## config.mk

```make
export PLATFORM = sky130hd
export DESIGN_NAME = clock_divider_ctrl
export DESIGN_NICKNAME = d
export VERILOG_FILES = /design/src/rtl/clock_divider_ctrl.sv
export SDC_FILE = /design/constraint.sdc
export NUM_CORES = 1
export LEC_CHECK = 0
export ABC_AREA = 1
export BUFFER_PORTS_ARGS = -buffer_cell sky130_fd_sc_hd__buf_2
export CAP_MARGIN = 20
export CORE_UTILIZATION = 25
export DETAILED_ROUTE_END_ITERATION = 12
export PLACE_DENSITY = 0.47
export SLEW_MARGIN = 0
export SYNTH_ARGS = -nofsm -noshare
export SYNTH_HDL_FRONTEND = slang
export SYNTH_SLANG_ARGS = --single-unit
```

## constraint.sdc

```tcl
create_clock -name clk -period 2.7 [get_ports clk]
set_input_delay 0.81 -clock clk [delete_from_list [all_inputs] [get_ports clk]]
set_output_delay 0.81 -clock clk [all_outputs]
set_load 0.02 [all_outputs]
```

## src/rtl/clock_divider_ctrl.sv

```systemverilog
// Run-time clock divider: tick enable plus 50%-duty div_clk, reloadable at period boundaries.
// Optional tick_cnt output when CLKDIV_TICKCNT_EN is defined.
module clock_divider_ctrl #(
  parameter int          CNT_W       = 16,
  parameter int unsigned DEFAULT_DIV = 4999
) (
  input  logic             clk,
  input  logic             rst_n,
  input  logic             run_en,
  input  logic             cfg_valid,
  output logic             cfg_ready,
  input  logic [CNT_W-1:0] cfg_div,
  output logic             tick,
  output logic             div_clk,
`ifdef CLKDIV_TICKCNT_EN
  output logic [15:0]      tick_cnt,
`endif
  output logic             busy
);

  localparam logic [CNT_W-1:0] DEF = CNT_W'(DEFAULT_DIV);

  typedef enum logic [1:0] {
    IDLE = 2'd0,
    RUN  = 2'd1,
    PEND = 2'd2
  } state_e;

  state_e           state_q;
  logic [CNT_W-1:0] cnt_q;
  logic [CNT_W-1:0] act_q;
  logic [CNT_W-1:0] shd_q;
  logic             tick_q;
  logic             dclk_q;
  logic             busy_q;
  logic             acc_d;
  logic             term_d;
`ifdef CLKDIV_TICKCNT_EN
  logic [15:0]      tcnt_q;
`endif

  assign cfg_ready = (state_q != PEND);
  assign acc_d     = cfg_valid && cfg_ready;
  assign term_d    = (cnt_q == act_q);

  assign tick    = tick_q;
  assign div_clk = dclk_q;
  assign busy    = busy_q;
`ifdef CLKDIV_TICKCNT_EN
  assign tick_cnt = tcnt_q;
`endif

  always_ff @(posedge clk or negedge rst_n) begin
    if (!rst_n) begin
      state_q <= IDLE;
      cnt_q   <= '0;
      act_q   <= DEF;
      shd_q   <= DEF;
      tick_q  <= 1'b0;
      dclk_q  <= 1'b0;
      busy_q  <= 1'b0;
`ifdef CLKDIV_TICKCNT_EN
      tcnt_q  <= '0;
`endif
    end else begin
      tick_q <= 1'b0;
      unique case (state_q)
        IDLE: begin
          cnt_q  <= '0;
          dclk_q <= 1'b0;
`ifdef CLKDIV_TICKCNT_EN
          tcnt_q <= '0;
`endif
          if (acc_d) act_q <= cfg_div;
          if (run_en) begin
            state_q <= RUN;
            busy_q  <= 1'b1;
          end
        end
        RUN, PEND: begin
          if (!run_en) begin
            // A stop must not lose a value that was already handed over
            state_q <= IDLE;
            busy_q  <= 1'b0;
            cnt_q   <= '0;
            dclk_q  <= 1'b0;
`ifdef CLKDIV_TICKCNT_EN
            tcnt_q  <= '0;
`endif
            if (state_q == PEND) act_q <= shd_q;
            else if (acc_d)      act_q <= cfg_div;
          end else begin
            if (term_d) begin
              cnt_q  <= '0;
              tick_q <= 1'b1;
              dclk_q <= ~dclk_q;
`ifdef CLKDIV_TICKCNT_EN
              tcnt_q <= tcnt_q + 16'd1;
`endif
              if (state_q == PEND) begin
                act_q   <= shd_q;
                state_q <= RUN;
              end
            end else begin
              cnt_q <= cnt_q + CNT_W'(1);
            end
            if (acc_d) begin
              shd_q   <= cfg_div;
              state_q <= PEND;
            end
          end
        end
        default: begin
          state_q <= IDLE;
          busy_q  <= 1'b0;
        end
      endcase
    end
  end

endmodule

```

==> results.md <==
* Most frequent cell on the critical path: inv_1
* Hold_buf cts at 0
* Yosys warning count at 0
* Drt via density at roughly 4.6
* Clock transition at the registers of the reported paths at approximately 0.070 ns
* Initial antenna violation count at 0
* RSZ-0062 raised after global routing: no
* GRT overflow at 0
* FP Rows at 40
* CP Capture Type: output pin
* Max FO, Critical Path at 4
* Die area at 0.0127 mm2
* Via count at approximately 2,700
* Startpoint Class: flip-flop
* CP Launch Point: state_q[0]$_DFFE_PN0P_
* Starting Density at 25.6%
* Register area share after synthesis at a little over two fifths
* Final Critical Period at around 2.1 ns
* Post-synthesis instance total at approximately 420
* Critical path class: flip-flop to output pin
* Nets at 468
* TritonCTS Buffers at 5
* Post-Route Utilization at 29.5%
* Main combinational cell family by area after synthesis: simple AND/OR/NAND/NOR gates
* Crit. path cell count at 4
* Sink Count at 53
* Seq cells post-synth at 53
* Detail Route Antenna Nets at 0
* Die X at approximately 110 um
* Area after DPL at roughly 0.0034 mm2
* Fin cells at between 500 and 600
* Unique cell type count in the Yosys netlist at 32
* Syn_area_per_cell at 7.31 um2
* Drt drc at 0
* Worst reg2reg path depth at 8
* Data required, critical path at around 1.9 ns
* Reg-to-reg setup timing slack at slightly below 0.8 ns
* GRT Max-Usage Layer: met2
* Worst slew pin tran at ~0.54 ns
* Tcrit/Tclk final at between 70% and 80%
* Synth Area in Compound Gates at 11.3%
* Root Buffer Master: clkbuf_16
* Arr. time, crit path at 1.32 ns
* Synthesized area at roughly 0.0031 mm2
* Clock Skew at 0.00654 ns
* Final setup fails at 0
* # diodes at 0
* Adder and majority cell fraction of the synthesized area at around 2%
* Fin area at roughly 0.0035 mm2
* Setup_tns at 0 ns
* Capturing point of the worst reg2reg path: shd_q[15]$_DFFE_PN0N_
* Cells along the critical path: inv_1 -> ha_1 -> inv_1 -> buf_2
* Clock insertion delay at the later pin of the skew report at between 0.2 and 0.3 ns
* Largest net degree at the start of global routing at 33
* Met2 Use GR at between 20% and 30%
* Met1 usage at around 18%
* First-pass GRT wire length at 13.0 mm
* CTS tree: built
* Slowest CP cell: dfrtp_1
* H-tree Lvls at 2
* CORE AREA at approximately 0.012 mm2
* Design Power at around 3.6 mW
* PwrDens at roughly 1000 mW/mm2
* Worst min path class: input port to async pin
* Area Growth Syn to Fin at 15.1%
* Wirelength per Cell at 13.0 um
* Max Clk Rate at about 0.47 GHz
* Pins Over Slew Limit at 0
* XOR/XNOR share of the synthesized area at around 2.3%
* Die Height at approximately 110 um
* Most used DFF post-synth: dfrtp_1
* DP Cell Count at a little under 600
* Reg-to-reg startpoint: state_q[0]$_DFFE_PN0P_
* Clock Path Buffers at 2
* DP HPWL at ~5.4 mm
* Grt met3 use at between 1.5 and 2%
* Max-Cap Viols at 0
* IO Port Bufs at 23
* Setup Fix Bufs, Post-CTS at 0
* Delay of the slowest critical-path stage at 0.40 ns
* Worst Path Buf+Inv at 3
* Final wirelength at about 7.7 mm
* Hold violation total from the final report at 0
* Share of layout cells above drive strength 1 at between 10% and 20%
* Router iterations before antenna repair at 4
* Post-synth EDFFs at 0
* Rel. slew slack at approximately 64%
* Tot GR Track Use at between 10% and 20%
* Family with the most delay on the worst path: flip-flops
* Post-Synth Simple-Gate Area at 32.6%
* Post-Syn Nets at between 400 and 500
* Leakage power at 1.66 nW
* Vias in the first global route at ~2,600
* Async SR Flop Fraction at 100%
* Post-CTS resize count at 0
* Drt initial violations at 106
* Ports at 24
* Final GP Congestion at between 0.7 and 0.8
* Run status: completed
* Peak VDD IR at roughly 0.00038 V
* Mux cell area share after synthesis at 0%
## per-layer routing
| layer | up-vias | part of all wire, % |
|---|---|---|
| li1 | 1404 | - |
| met1 | 1247 | 49 |
| met2 | 49 | 46 |
| met3 | 6 | 3.0 |
| met4 | 0 | 1.7 |
| met5 | - | 0 |
## power by group
group | internal [mW] | switching, mW | leakage [nW]
clock network | 0.464 | 0.293 | 0.0841
registers | 1.14 | 0.233 | 0.659
logic | 0.538 | 0.917 | 0.920
total | 2.14 | 1.44 | 1.66
## Yosys cell counts, types with 5 or more instances
master | count | area [um2]
nand2_1 | 141 | 529
nor2_1 | 50 | 188
dfrtp_1 | 39 | 976
o21ai_0 | 37 | 185
inv_1 | 31 | 116
nand4_1 | 22 | 138
a31oi_1 | 17 | 106
dfstp_2 | 14 | 368
inv_2 | 12 | 45.0
clkbuf_1 | 8 | 30.0
nand3_1 | 8 | 40.0
xor2_1 | 7 | 61.3
ha_1 | 5 | 62.6
## worst max-delay path by stage
stage	endpoint	slack [ns]
after floorplan	act_q[10]$_DFFE_PN0P_	0.92
after global placement	act_q[14]$_DFFE_PN0P_	0.59
after detailed placement	act_q[14]$_DFFE_PN0P_	0.57
after CTS	cfg_ready	0.55
after global routing	cfg_ready	0.49
final	cfg_ready	0.57
## stage by stage
stage          worst slack [ns]  hold slack, ns
6_report                  0.570           0.487
5_1_grt                   0.491           0.512
4_1_cts                   0.547           0.491
3_5_place_dp              0.565           0.479
3_3_place_gp              0.586           0.471
2_1_floorplan             0.920           0.456
## layout make-up
class,count,area (um2)
repair buffers,30,180
inverters,46,173
well taps,147,184
flip-flops and latches,53,1340
clock buffers,7,143
clock inverters,1,30.0
fillers,1322,8470
multi-input cells,307,1490
## cells by family after synthesis
group | count (synthesis)
AO/OA/AOI/OAI | 62
buffers and inverters | 61
flip-flops | 53
adder cells (fa/ha/maj) | 5
XOR/XNOR | 8
AND/OR/NAND/NOR | 232
## cell usage in the layout, fill, tap and decap left out, types with 2 or more instances in the layout
cell type,Yosys,final
ha_1,5,5
nor2_4,2,2
a21oi_1,2,2
dfrtp_1,39,39
a31oi_1,17,17
nor3_1,3,3
clkbuf_16,0,5
o22ai_1,2,2
buf_4,2,6
inv_2,12,12
clkinv_1,3,3
nand3_1,8,8
inv_1,31,31
nand2_1,141,141
buf_2,3,23
xor2_1,7,7
dfstp_2,14,14
o21ai_0,37,37
nand4_1,22,22
nor2_1,50,50
## registers in the layout, indices dropped and copies added (netlist names)
| name | count |
|---|---|
| shd_q | 16 |
| act_q | 16 |
| state_q | 2 |
| busy | 1 |
| cnt_q | 16 |
| div_clk | 1 |
| tick | 1 |
No activity file was read; power rests on OpenSTA's default activity.
